**src/rtl/seq_signed_rem_div.sv**
```systemverilog
// rtl/seq_signed_rem_div.sv - multi-cycle sign-magnitude divider with quotient, remainder and divide-by-zero flag
//
// Purpose: restoring division of sign-magnitude operands, one quotient bit per
// clock, MSB first. One division in flight at a time.
// Ports:
//   clk         rising-edge clock
//   rst         asynchronous active-high reset
//   start       request; accepted only in IDLE or DONE
//   numerator   sign-magnitude dividend, sampled on accepted start
//   denominator sign-magnitude divisor, sampled on accepted start
//   busy        high while iterating
//   done        level, high while results are valid
//   quotient    sign-magnitude quotient
//   remainder   sign-magnitude remainder (takes the dividend's sign)
//   divbyzero   divisor magnitude was zero on the last completed division
module seq_signed_rem_div #(
  parameter int WIDTH = 3
) (
  input  logic             clk,
  input  logic             rst,
  input  logic             start,
  input  logic [WIDTH-1:0] numerator,
  input  logic [WIDTH-1:0] denominator,
  output logic             busy,
  output logic             done,
  output logic [WIDTH-1:0] quotient,
  output logic [WIDTH-1:0] remainder,
  output logic             divbyzero
);

  localparam int M  = WIDTH - 1;
  localparam int CW = $clog2(WIDTH);
  localparam logic [CW-1:0] CNT_INIT = CW'(M);
  localparam logic [CW-1:0] CNT_ONE  = CW'(1);

  typedef enum logic [1:0] {
    S_IDLE = 2'd0,
    S_BUSY = 2'd1,
    S_DONE = 2'd2
  } state_t;

  state_t         state_q, state_d;
  logic           num_sign_q, num_sign_d;
  logic           den_sign_q, den_sign_d;
  logic [M-1:0]   den_mag_q, den_mag_d;
  logic [M-1:0]   dvd_q, dvd_d;      // dividend magnitude, shifted out MSB first
  logic [M-1:0]   acc_q, acc_d;      // partial remainder, always < den_mag_q
  logic [M-1:0]   quo_q, quo_d;      // quotient bits collected so far
  logic [CW-1:0]  cnt_q, cnt_d;
  logic           busy_q, busy_d;
  logic           done_q, done_d;
  logic [WIDTH-1:0] quotient_q, quotient_d;
  logic [WIDTH-1:0] remainder_q, remainder_d;
  logic           divbyzero_q, divbyzero_d;

  // One restoring step. The shifted value needs M+1 bits; since acc < den,
  // a set top bit guarantees the trial subtraction succeeds and fits in M bits.
  logic [M:0]   shifted;
  logic [M:0]   trial;
  logic         step_bit;
  logic [M-1:0] acc_step;
  logic [M-1:0] quo_step;

  always_comb begin
    shifted  = {acc_q, dvd_q[M-1]};
    trial    = shifted - {1'b0, den_mag_q};
    step_bit = ~trial[M];
    acc_step = step_bit ? trial[M-1:0] : shifted[M-1:0];
    quo_step = {quo_q[M-2:0], step_bit};
  end

  always_comb begin
    state_d     = state_q;
    num_sign_d  = num_sign_q;
    den_sign_d  = den_sign_q;
    den_mag_d   = den_mag_q;
    dvd_d       = dvd_q;
    acc_d       = acc_q;
    quo_d       = quo_q;
    cnt_d       = cnt_q;
    busy_d      = busy_q;
    done_d      = done_q;
    quotient_d  = quotient_q;
    remainder_d = remainder_q;
    divbyzero_d = divbyzero_q;

    case (state_q)
      S_IDLE, S_DONE: begin
        if (start) begin
          num_sign_d = numerator[M];
          den_sign_d = denominator[M];
          den_mag_d  = denominator[M-1:0];
          dvd_d      = numerator[M-1:0];
          acc_d      = '0;
          quo_d      = '0;
          cnt_d      = CNT_INIT;
          done_d     = 1'b0;
          if (denominator[M-1:0] == '0) begin
            // +0 and -0 divisors finish immediately; dividend passes through as-is
            state_d     = S_DONE;
            done_d      = 1'b1;
            divbyzero_d = 1'b1;
            quotient_d  = '0;
            remainder_d = numerator;
          end else begin
            state_d = S_BUSY;
            busy_d  = 1'b1;
          end
        end
      end
      S_BUSY: begin
        acc_d = acc_step;
        quo_d = quo_step;
        dvd_d = {dvd_q[M-2:0], 1'b0};
        cnt_d = cnt_q - CNT_ONE;
        if (cnt_q == CNT_ONE) begin
          state_d     = S_DONE;
          busy_d      = 1'b0;
          done_d      = 1'b1;
          divbyzero_d = 1'b0;
          // zero magnitudes never carry a sign bit
          quotient_d  = {(|quo_step) & (num_sign_q ^ den_sign_q), quo_step};
          remainder_d = {(|acc_step) & num_sign_q, acc_step};
        end
      end
      default: begin
        state_d = S_IDLE;
        busy_d  = 1'b0;
        done_d  = 1'b0;
      end
    endcase
  end

  always_ff @(posedge clk or posedge rst) begin
    if (rst) begin
      state_q     <= S_IDLE;
      num_sign_q  <= 1'b0;
      den_sign_q  <= 1'b0;
      den_mag_q   <= '0;
      dvd_q       <= '0;
      acc_q       <= '0;
      quo_q       <= '0;
      cnt_q       <= '0;
      busy_q      <= 1'b0;
      done_q      <= 1'b0;
      quotient_q  <= '0;
      remainder_q <= '0;
      divbyzero_q <= 1'b0;
    end else begin
      state_q     <= state_d;
      num_sign_q  <= num_sign_d;
      den_sign_q  <= den_sign_d;
      den_mag_q   <= den_mag_d;
      dvd_q       <= dvd_d;
      acc_q       <= acc_d;
      quo_q       <= quo_d;
      cnt_q       <= cnt_d;
      busy_q      <= busy_d;
      done_q      <= done_d;
      quotient_q  <= quotient_d;
      remainder_q <= remainder_d;
      divbyzero_q <= divbyzero_d;
    end
  end

  assign busy      = busy_q;
  assign done      = done_q;
  assign quotient  = quotient_q;
  assign remainder = remainder_q;
  assign divbyzero = divbyzero_q;

endmodule

```
**config.mk**
```make
export PLATFORM = sky130hd
export DESIGN_NAME = seq_signed_rem_div
export DESIGN_NICKNAME = d
export VERILOG_FILES = /design/src/rtl/seq_signed_rem_div.sv
export SDC_FILE = /design/constraint.sdc
export NUM_CORES = 1
export LEC_CHECK = 0
export ABC_CLOCK_PERIOD_IN_PS = 1700
export CORE_MARGIN = 5
export CORE_UTILIZATION = 35
export CTS_CLUSTER_SIZE = 8
export DETAILED_ROUTE_END_ITERATION = 6
export PLACE_DENSITY = 0.56
export SLEW_MARGIN = 10
export SYNTH_ARGS = -nofsm -noshare
export SYNTH_HDL_FRONTEND = slang
export SYNTH_SLANG_ARGS = --single-unit
```
**constraint.sdc**
```tcl
create_clock -name clk -period 1.7 [get_ports clk]
set_input_delay 0.255 -clock clk [delete_from_list [all_inputs] [get_ports clk]]
set_output_delay 0.255 -clock clk [all_outputs]
set_load 0.02 [all_outputs]
```
# Word-level counts from Yosys, hierarchy flattened
# Index checks and enable logic that the tools add are counted.
[word_totals]
ff_bits = 22
[op_classes]
muxes = 31
bitwise_logic = 4
n_eq_ne = 7
n_reduce_logical = 11
n_addsub = 2
[op_table]
columns = ["operator", "n"]
rows = [
  ["$mux W3", 6],
  ["$pmux W2 S2", 4],
  ["$mux W2", 7],
  ["$pmux W3 S2", 2],
  ["$mux W1", 8],
  ["$ne A2 B2 Y1 const B", 4],
  ["$pmux W1 S2", 4],
  ["$reduce_and A2 Y1", 3],
  ["$reduce_or A2 Y1", 3],
  ["$eq A2 B1 Y1 const B", 2],
  ["$logic_not A2 Y1", 2],
  ["$reduce_and A4 Y1", 1],
  ["$reduce_and A3 Y1", 1],
  ["$sub A3 B2 Y3", 1],
  ["$and A1 B1 Y1", 2],
  ["$eq A2 B2 Y1 const B", 1],
  ["$reduce_bool A2 Y1", 1],
  ["$sub A2 B1 Y2 const B", 1],
  ["$not A1 Y1", 1],
  ["$xor A1 B1 Y1", 1],
]

# Longest topological paths before layout
# Gate-level depths: netlist of run 1.
[depth]
depth_word = 6
ltp_mapped = 7

# Worst setup path before layout of run 1
# OpenSTA, ideal clock, no wires.
[synth_path]
kind = "flip-flop to flip-flop"
start = "reg dvd_q[1]"
end = "reg remainder_q[1], in the netlist remainder[1]"
t_arrival_ns = 1.722
path_buffers = 0
synth_period_minus_slack_ns = 1.798
slack_ns = -0.098
stages_incl_launch_ff = 8
path_cell_list = "dfrtp_1 inv_1 ha_1 fa_1 xnor2_2 mux2i_1 nor2_1 o21ai_1"
[synth_via]
elab_chain_cells = 4
[synth_rtl]
columns = ["element", "line_no", "rtl"]
rows = [
  ["from (decl)", "46", "logic [M-1:0] dvd_q, dvd_d;"],
  ["from (signal assigned)", "154", "dvd_q <= dvd_d;"],
  ["$sub A3 B2 Y3", "66", "trial = shifted - {1'b0, den_mag_q};"],
  ["$mux W2", "68", "acc_step = step_bit ? trial[M-1:0] : shifted[M-1:0];"],
  ["$mux W3", "116", "if (cnt_q == CNT_ONE) begin"],
  ["$pmux W3 S2", "87", "case (state_q)"],
  ["to (signal assigned)", "161", "remainder_q <= remainder_d;"],
  ["to (decl)", "53", "logic [WIDTH-1:0] remainder_q, remainder_d;"],
]
# Every way passes these cells. The select of a mux whose other input is x is not followed.
# A chain may end at the register's enable or synchronous reset.

# Worst setup path after layout of run 1
[layout_path]
start = "reg den_mag_q[0]"
end = "reg remainder_q[1], in the netlist remainder[1]"
[layout_via]
elab_chain_cells = 4
[layout_rtl]
columns = ["element", "line_no", "rtl"]
rows = [
  ["from (decl)", "45", "logic [M-1:0] den_mag_q, den_mag_d;"],
  ["from (signal assigned)", "153", "den_mag_q <= den_mag_d;"],
  ["$sub A3 B2 Y3", "66", ""],
  ["$mux W2", "68", ""],
  ["$mux W3", "116", ""],
  ["$pmux W3 S2", "87", ""],
]
# Every way passes these cells. The select of a mux whose other input is x is not followed.

==> impl_metrics.json, run 1 <==
{
  "status": "complete, but fails checks",
  "violations": "setup timing",
  "track_usage_pct": 11.78,
  "drc_errors": 0,
  "firstDrtPassIters": 4,
  "routed_wl_um": 2142,
  "yosysSeqAreaShare_pct": 52.90,
  "viasPerCell": 5.059,
  "yosys.area.top_type_share_pct": 52.90,
  "root_buffer": "clkbuf_4",
  "max-cap-violations": 0,
  "htreeDepth": 1,
  "cts_buffer_depth": 2,
  "postCtsHoldBufs": 0,
  "clk_pin_slew_ns": 0.12,
  "p_sw_share_pct": 40.18,
  "layout-drive-gt1-share_pct": 19.83,
  "ys_ff_latch": 21,
  "cp-start-kind": "flop",
  "yosys-top-cells-area": "dfrtp_1 53%, nand2_1 6.8%, nor2_1 2.6%",
  "placeableCoreArea_um2": 2734,
  "portBuffers": 17,
  "finalHoldViolations": 0,
  "synth_area_leader_cell": "dfrtp_1",
  "wl_per_cell_um": 14.09,
  "grt_first_pass_wirelength_um": 3767,
  "dp.cells": 147,
  "r2r-start": "den_mag_q[0]",
  "die_w_um": 63.28,
  "vias": 769,
  "place_congestion": 0.8106,
  "fmax_mhz": 574.3,
  "diodes": 0,
  "endpoint_kind": "flop",
  "synth_warnings": 0,
  "drtIter0Drc": 25,
  "p_switching_mw": 1.072,
  "slew_viol_final": 0,
  "crit_arrival_ns": 1.98,
  "tritoncts": "yes",
  "yosysUniqueCellTypes": 34,
  "synth-main-ff-cell": "dfrtp_1",
  "antenna_left": 0,
  "synth.most_common_cell": "dfrtp_1",
  "grt_antenna_before_repair": 0,
  "p_int_mw": 1.596,
  "synthToLayoutAreaGrowth_pct": 32.12,
  "synth_common_cells": "21 x dfrtp_1, 18 x nand2_1, 7 x nor2_1, 4 x inv_1, 4 x o21ai_0",
  "synthCells": 93,
  "slew_headroom_pct": 66.98,
  "grt_pass1_vias": 788,
  "grt_overflow": 0,
  "grt_start_max_net_pins": 22,
  "avgSynthCellArea_um2": 10.68,
  "comb_power_share_pct": 57.0,
  "hp-class": "in -> async",
  "final_cells": 152,
  "period_minus_slack_ns": 1.741,
  "async_flop_share_pct": 100.0,
  "cts_made_buffers": 3,
  "fin_skew_ns": 0.005143,
  "critPathMaxFanout": 6,
  "p_clk_share_pct": 9.1,
  "tightest_slew_ns": 0.4943,
  "die_h_um": 63.28,
  "clock_sinks": 21,
  "power_frac_seq_pct": 33.9,
  "finalSetupViolCount": 3,
  "synth_area_um2": 993.5,
  "insertion_delay_ns": 0.30,
  "rsz0062_at_grt": "yes",
  "num_rows": 19,
  "synth_edf_count": 0,
  "required_ns": 1.93,
  "fillerInstances": 271,
  "peakVddDrop_mv": 1.180,
  "fin_util_pct": 48.01,
  "start_util_pct": 36.34,
  "startpoint": "den_mag_q[0]",
  "dp_hpwl_um": 1646,
  "synth_fp_nets": 105,
  "fin_ws_ns": -0.04114,
  "finalCritPeriodShare_pct": 102.4,
  "power_density_nw_per_um2": 2032,
  "nets": 134,
  "power.leakage_nw": 0.5868,
  "critPathKind": "reg -> reg",
  "die-area_um2": 4004,
  "ios": 18
}
-- metal layers --
metal | track usage (%) | vias to the layer above | part of all wire [%]
li1 | - | 377 | -
met1 | 15.00 | 377 | 46
met2 | 18.85 | 11 | 48
met3 | 3.197 | 4 | 4.1
met4 | 4.675 | 0 | 1.5
met5 | 0 | - | 0
-- cells by family after synthesis --
family | synth area share (%)
compound gates | 18.26
xor+xnor | 2.519
fa+ha+maj | 4.534
buf+inv | 2.518
flops | 52.90
mux | 1.008
simple gates | 18.26
-- registers in the layout (all words and copies together), names as in the netlist --
name and count:
busy 1, quotient 3, dvd_q 2, cnt_q 2, num_sign_q 1, done 1
remainder 3, den_mag_q 2, acc_q 2, divbyzero 1, quo_q 1, den_sign_q 1
state_q 1
-- critical path: stages (launching register included) --
cell and delay, ns:
dfrtp_1 0.43, ha_4 0.17, fa_2 0.38, xnor2_4 0.24
mux2i_1 0.26, nor2_1 0.06, o21ai_1 0.13
-- power by group through the flow --
stage | Sequential, mW | Clock (mW) | Combinational, mW
2_1_floorplan | 0.989 | 0 | 0.901
3_3_place_gp | 0.907 | 0 | 1.48
3_5_place_dp | 0.913 | 0 | 1.51
4_1_cts | 0.899 | 0.257 | 1.53
5_1_grt | 0.943 | 0.280 | 1.68
6_report | 0.905 | 0.243 | 1.52
-- cell type report --
cell class | instances | area, µm² | area share, %
clock buffer | 4 | 26.28 | 2.002
inverter | 4 | 15.01 | 1.144
multi-input combinational | 66 | 469.2 | 35.75
sequential | 21 | 525.5 | 40.04
tap | 31 | 38.79 | 2.955
timing repair buffer | 26 | 237.7 | 18.11
-- path summary, 6_finish.rpt --
kind	slack [ns]	cells after the start	to
worst max-delay path	-0.04	6	remainder[1]
worst min-delay path	0.27	3	divbyzero
worst max register to register	-0.04	6	remainder[1]
worst min register to register	0.49	2	quotient[2]
max in group asynchronous	1.21	3	remainder[0]
min in group clk	0.47	3	den_sign_q
-- what timing repair did --
action                                  in CTS  in global routing
pin swaps                                    1                  0
endpoints found under the setup margin       4                  7
resized for setup                            0                  2
buffers inserted                             1                  0
-- layout by cell type (no fill, tap or decap), types with 2 or more instances in the layout --
master	netlist	layout
nor2b_1	3	3
a21oi_1	3	3
a32o_1	2	2
buf_4	0	9
dfrtp_1	21	21
inv_1	4	3
clkdlybuf4s50_1	0	17
nand2_1	18	18
o21ai_0	4	4
clkbuf_4	0	3
nor2_1	7	7
nor2_2	2	2
nand2b_1	2	2
a22o_1	2	2
-- stage by stage --
| step | area, µm² | setup WS (ns) | TNS [ns] | hold slack, ns | total power [mW] |
|---|---|---|---|---|---|
| finish | 1313 | -0.04114 | -0.07102 | 0.2682 | 2.667 |
| global route | 1313 | -0.1129 | -0.4469 | 0.2919 | 2.906 |
| CTS | 1303 | -0.04025 | -0.08431 | 0.2716 | 2.681 |
| detailed placement | 1269 | -0.03170 | -0.07501 | 0.4663 | 2.422 |
| global placement | 1269 | 0.009925 | 0 | 0.4601 | 2.386 |
| floorplan | 1010 | 0.01066 | 0 | 0.2315 | 1.890 |
Power figures use the tool's default switching activity.
==> run 2: changes to the inputs <==
--- a/config.mk
+++ b/config.mk
@@ -5,12 +5,13 @@
 export SDC_FILE = /design/constraint.sdc
 export NUM_CORES = 1
 export LEC_CHECK = 0
-export ABC_CLOCK_PERIOD_IN_PS = 1700
+export ABC_CLOCK_PERIOD_IN_PS = 1750
 export CORE_MARGIN = 5
 export CORE_UTILIZATION = 35
 export CTS_CLUSTER_SIZE = 8
 export DETAILED_ROUTE_END_ITERATION = 6
-export PLACE_DENSITY = 0.56
+export PLACE_DENSITY = 0.54
+export SETUP_SLACK_MARGIN = 0.3
 export SLEW_MARGIN = 10
 export SYNTH_ARGS = -nofsm -noshare
 export SYNTH_HDL_FRONTEND = slang
==> constraint.sdc (replaced) <==
create_clock -name clk -period 1.75 [get_ports clk]
set_input_delay 0.2625 -clock clk [delete_from_list [all_inputs] [get_ports clk]]
set_output_delay 0.2625 -clock clk [all_outputs]
set_load 0.02 [all_outputs]
==> impl_metrics.json, run 2 (synthesized netlist as in run 1, its figures left out) <==
{
  "fin_util_pct": 47.96,
  "design_area_um2": 1311,
  "grt_overflow": 0,
  "placeableCoreArea_um2": 2734,
  "drc_errors": 0,
  "grt_start_max_net_pins": 22,
  "cp-start-kind": "flop",
  "slew_viol_final": 0,
  "wl_per_cell_um": 14.33,
  "htreeDepth": 1,
  "finalSetupTns_ns": 0,
  "endpoint_kind": "flop",
  "track_usage_pct": 11.56,
  "num_rows": 19,
  "multi_input_area_um2": 479.2,
  "final_cell_mix": "21 x dfrtp_1, 18 x nand2_1, 9 x dlygate4sd2_1, 9 x buf_4, 8 x clkdlybuf4s50_1",
  "slew_headroom_pct": 77.09,
  "tightest_slew_ns": 0.3436,
  "antenna_left": 0,
  "layout-drive-gt1-share_pct": 20.66,
  "drtIter0Drc": 10,
  "portBuffers": 17,
  "rsz0062_at_grt": "yes",
  "ios": 18,
  "r2r_end": "remainder[2]",
  "insertion_delay_ns": 0.30,
  "worst-r2r-cell-count": 6,
  "firstDrtPassIters": 4,
  "crit_arrival_ns": 1.94,
  "total_power_mw": 2.535,
  "grt_antenna_before_repair": 0,
  "place_area_um2": 1261,
  "finalCritPeriodShare_pct": 99.19,
  "start_util_pct": 36.34,
  "die_w_um": 63.28,
  "fillerInstances": 269,
  "fmax_mhz": 576.1,
  "routed_wl_um": 2178,
  "critPathMaxFanout": 6,
  "required_ns": 1.95,
  "clock_sinks": 21,
  "regArea_um2": 525.5,
  "fin_skew_ns": 0.003817,
  "viasPerCell": 4.947,
  "synthToLayoutAreaGrowth_pct": 31.99,
  "status": "complete, no violations",
  "grt_pass1_vias": 750,
  "finalHoldViolations": 0,
  "vias": 752,
  "clk_pin_slew_ns": 0.12,
  "dp_hpwl_um": 1641,
  "power_density_nw_per_um2": 1933,
  "nets": 134,
  "holdWs_ns": 0.2830,
  "critPathKind": "reg -> reg",
  "power.leakage_nw": 0.6147,
  "r2r-start": "den_mag_q[0]",
  "peakVddDrop_mv": 1.038,
  "tritoncts": "yes",
  "max-cap-violations": 0,
  "final_common_cell": "dfrtp_1",
  "r2r_slack_ns": 0.01,
  "die-area_um2": 4004,
  "cts_buffer_depth": 2,
  "root_buffer": "clkbuf_4",
  "hp-class": "in -> async",
  "cts_made_buffers": 3,
  "diodes": 0,
  "place_congestion": 0.7692,
  "die_h_um": 63.28,
  "finalSetupViolCount": 0,
  "grt_first_pass_wirelength_um": 3657,
  "period_minus_slack_ns": 1.736
}
[run 2: layer usage]
layer / track usage (%) / vias to the layer above / share of wire [%]
li1: - / 375 / -
met1: 14.68 / 359 / 46
met2: 18.46 / 14 / 48
met3: 3.197 / 4 / 4.3
met4: 4.675 / 0 / 1.6
met5: 0 / - / 0
[run 2: worst max-delay path: stages, from the launching register on]
cell and delay [ns]:
dfrtp_1 0.43, ha_4 0.17, fa_2 0.38, xnor2_4 0.17
or3_1 0.32, nand4_1 0.10, a21oi_1 0.06
[run 2: report_power, final]
part | switching, mW | total [mW] | internal (mW) | leakage (nW)
Sequential | 0.174 | 0.882 | 0.708 | 0.257
Clock | 0.148 | 0.237 | 0.0888 | 0.0150
Combinational | 0.720 | 1.42 | 0.696 | 0.343
[run 2: worst max-delay path by stage]
stage | from | endpoint | slack (ns) | cells after the start
2_1_floorplan | dvd_q[1] | remainder[2] | 0.06 | 7
5_1_grt | den_mag_q[0] | remainder[1] | -0.07 | 6
3_5_place_dp | dvd_q[1] | remainder[1] | 0.007 | 7
3_3_place_gp | den_mag_q[0] | remainder[1] | 0.05 | 6
6_report | den_mag_q[0] | remainder[2] | 0.01 | 6
4_1_cts | dvd_q[1] | remainder[1] | -0.005 | 7
[run 2: repair_timing]
item	in CTS	in global routing
endpoints found under the setup margin	18	14
buffers inserted	1	1
hold endpoints to repair	0	0
pin swaps	2	1
gates cloned	0	0
hold buffers	0	0
resized for setup	11	3
[run 2: final cells by class]
type,instances,area share (%)
well taps,31,2.958
multi-input cells,66,36.55
flip-flops and latches,21,40.08
repair buffers,26,17.27
inverters,4,1.145
clock buffers,4,2.004
[run 2: metrics by stage]
step / instances / setup WS (ns)
3_5_place_dp: 146 / 0.007306
2_1_floorplan: 93 / 0.06065
3_3_place_gp: 146 / 0.04696
4_1_cts: 151 / -0.004747
5_1_grt: 152 / -0.06758
6_report: 152 / 0.01417
==> run 3: changes to the inputs <==
--- a/config.mk
+++ b/config.mk
@@ -5,7 +5,8 @@
 export SDC_FILE = /design/constraint.sdc
 export NUM_CORES = 1
 export LEC_CHECK = 0
-export ABC_CLOCK_PERIOD_IN_PS = 1750
+export ABC_CLOCK_PERIOD_IN_PS = 1600
+export CORE_ASPECT_RATIO = 0.5
 export CORE_MARGIN = 5
 export CORE_UTILIZATION = 35
 export CTS_CLUSTER_SIZE = 8
==> constraint.sdc (replaced) <==
create_clock -name clk -period 1.6 [get_ports clk]
set_input_delay 0.24 -clock clk [delete_from_list [all_inputs] [get_ports clk]]
set_output_delay 0.24 -clock clk [all_outputs]
set_load 0.02 [all_outputs]
==> impl_metrics.json, run 3 (synthesized netlist as in run 1, its figures left out) <==
{
  "placeableCoreArea_um2": 2651,
  "worst-r2r-cell-count": 6,
  "place_congestion": 0.9424,
  "cts_buffer_depth": 2,
  "final_cell_mix": "20 x dfrtp_1, 19 x buf_4, 18 x nand2_1",
  "crit_chain": "ha_4 -> fa_2 -> xnor2_4 -> mux2i_2 -> nor2_1 -> o21ai_1",
  "grt_start_max_net_pins": 22,
  "required_ns": 1.79,
  "die_w_um": 85.35,
  "fin_skew_ns": 0.003285,
  "finalSetupTns_ns": -0.6589,
  "critPathKind": "reg -> reg",
  "num_rows": 13,
  "drtIter0Drc": 17,
  "crit_arrival_ns": 1.92,
  "holdWs_ns": 0.2904,
  "power.leakage_nw": 0.6745,
  "hold_depth": 2,
  "die_h_um": 47.68,
  "slew_headroom_pct": 78.05,
  "max_stage_delay_ns": 0.42,
  "firstDrtPassIters": 4,
  "tritoncts": "yes",
  "fin_ws_ns": -0.1295,
  "rsz0062_at_grt": "yes",
  "r2r_end": "remainder[1]",
  "slew_viol_final": 0,
  "drc_errors": 0,
  "grt_pass1_vias": 808,
  "violations": "setup timing",
  "track_usage_pct": 12.79,
  "synthToLayoutAreaGrowth_pct": 44.21,
  "status": "complete, but fails checks",
  "finalHoldViolations": 0,
  "insertion_delay_ns": 0.26,
  "postCtsHoldBufs": 0,
  "grt_first_pass_wirelength_um": 3815,
  "clk_pin_slew_ns": 0.08,
  "r2r_slack_ns": -0.13,
  "finalSetupViolCount": 7,
  "critPathMaxFanout": 6,
  "min_from": "start",
  "tightest_slew_ns": 0.3292,
  "power_density_nw_per_um2": 2147,
  "period_minus_slack_ns": 1.729,
  "max-cap-violations": 0,
  "cp-start-kind": "flop",
  "start_util_pct": 37.47,
  "endpoint_kind": "flop",
  "dp_hpwl_um": 1745,
  "hold_end": "done",
  "hp-class": "in -> reg",
  "antenna_left": 0,
  "grt_overflow": 0,
  "fin_util_pct": 54.03,
  "nets": 144,
  "place_area_um2": 1316,
  "cts_made_buffers": 3,
  "htreeDepth": 1,
  "viasPerCell": 4.786,
  "grt_antenna_before_repair": 0,
  "finalCritPeriodShare_pct": 108.1,
  "final_common_cell": "dfrtp_1",
  "layout-drive-gt1-share_pct": 30.53,
  "crit_family": "adder cells",
  "diodes": 0,
  "ios": 18,
  "vias": 804,
  "crit_slowest_cell": "dfrtp_1",
  "wl_per_cell_um": 13.95,
  "peakVddDrop_mv": 0.8386,
  "clock_sinks": 21,
  "crit_buf_inv": 0,
  "die-area_um2": 4069,
  "root_buffer": "clkbuf_8",
  "r2r-start": "den_mag_q[0]",
  "portBuffers": 17,
  "routed_wl_um": 2343,
  "fmax_mhz": 578.2,
  "design_area_um2": 1433
}
run 3: area by class of cell:
| class | count | area [µm²] |
|---|---|---|
| multi-input combinational | 66 | 498.0 |
| fill | 249 | 1219 |
| timing repair buffer | 36 | 300.3 |
| tap | 37 | 46.29 |
| clock buffer | 3 | 41.29 |
| sequential | 21 | 526.8 |
| clock inverter | 1 | 5.005 |
| inverter | 4 | 15.01 |
run 3: stage by stage:
stage / setup slack [ns] / std cells / total power [mW]
2_1_floorplan: -0.08913 / 93 / 2.021
3_3_place_gp: -0.07394 / 157 / 2.576
3_5_place_dp: -0.1341 / 157 / 2.617
4_1_cts: -0.1274 / 165 / 3.018
5_1_grt: -0.2417 / 168 / 3.324
6_report: -0.1295 / 168 / 3.076
run 3: repair_timing:
item	CTS	global route
endpoints found under the setup margin	20	16
gates cloned	0	0
gates resized for setup	15	5
pin swaps	2	1
buffers inserted	4	3
run 3: metal layers:
metal | routed length, µm | GRT usage, % | up-vias
li1 | - | - | 398
met4 | 15 | 3.470 | 0
met3 | 133 | 5.155 | 2
met5 | 0 | 0 | -
met2 | 978 | 19.60 | 19
met1 | 1216 | 17.10 | 385
run 3: how the worst max path moves through the flow:
stage / end / slack (ns) / start / cells past startpoint
final: remainder[1] / -0.13 / den_mag_q[0] / 6
after global routing: remainder[1] / -0.24 / dvd_q[1] / 7
after CTS: remainder[2] / -0.13 / den_mag_q[0] / 6
after detailed placement: remainder[2] / -0.13 / dvd_q[1] / 7
after global placement: remainder[2] / -0.07 / den_mag_q[0] / 6
after floorplan: remainder[2] / -0.09 / dvd_q[1] / 7
run 3: worst reg2reg max path, stage by stage, from the launching register on:
cell	delay, ns
dfrtp_1	0.42
ha_4	0.18
fa_2	0.37
xnor2_4	0.25
mux2i_2	0.26
nor2_1	0.06
o21ai_1	0.13
run 3: where the power goes:
group,internal [mW],total [mW],switching [mW]
logic,0.896,1.74,0.849
clock network,0.174,0.360,0.186
registers,0.779,0.971,0.192
total,1.85,3.08,1.23
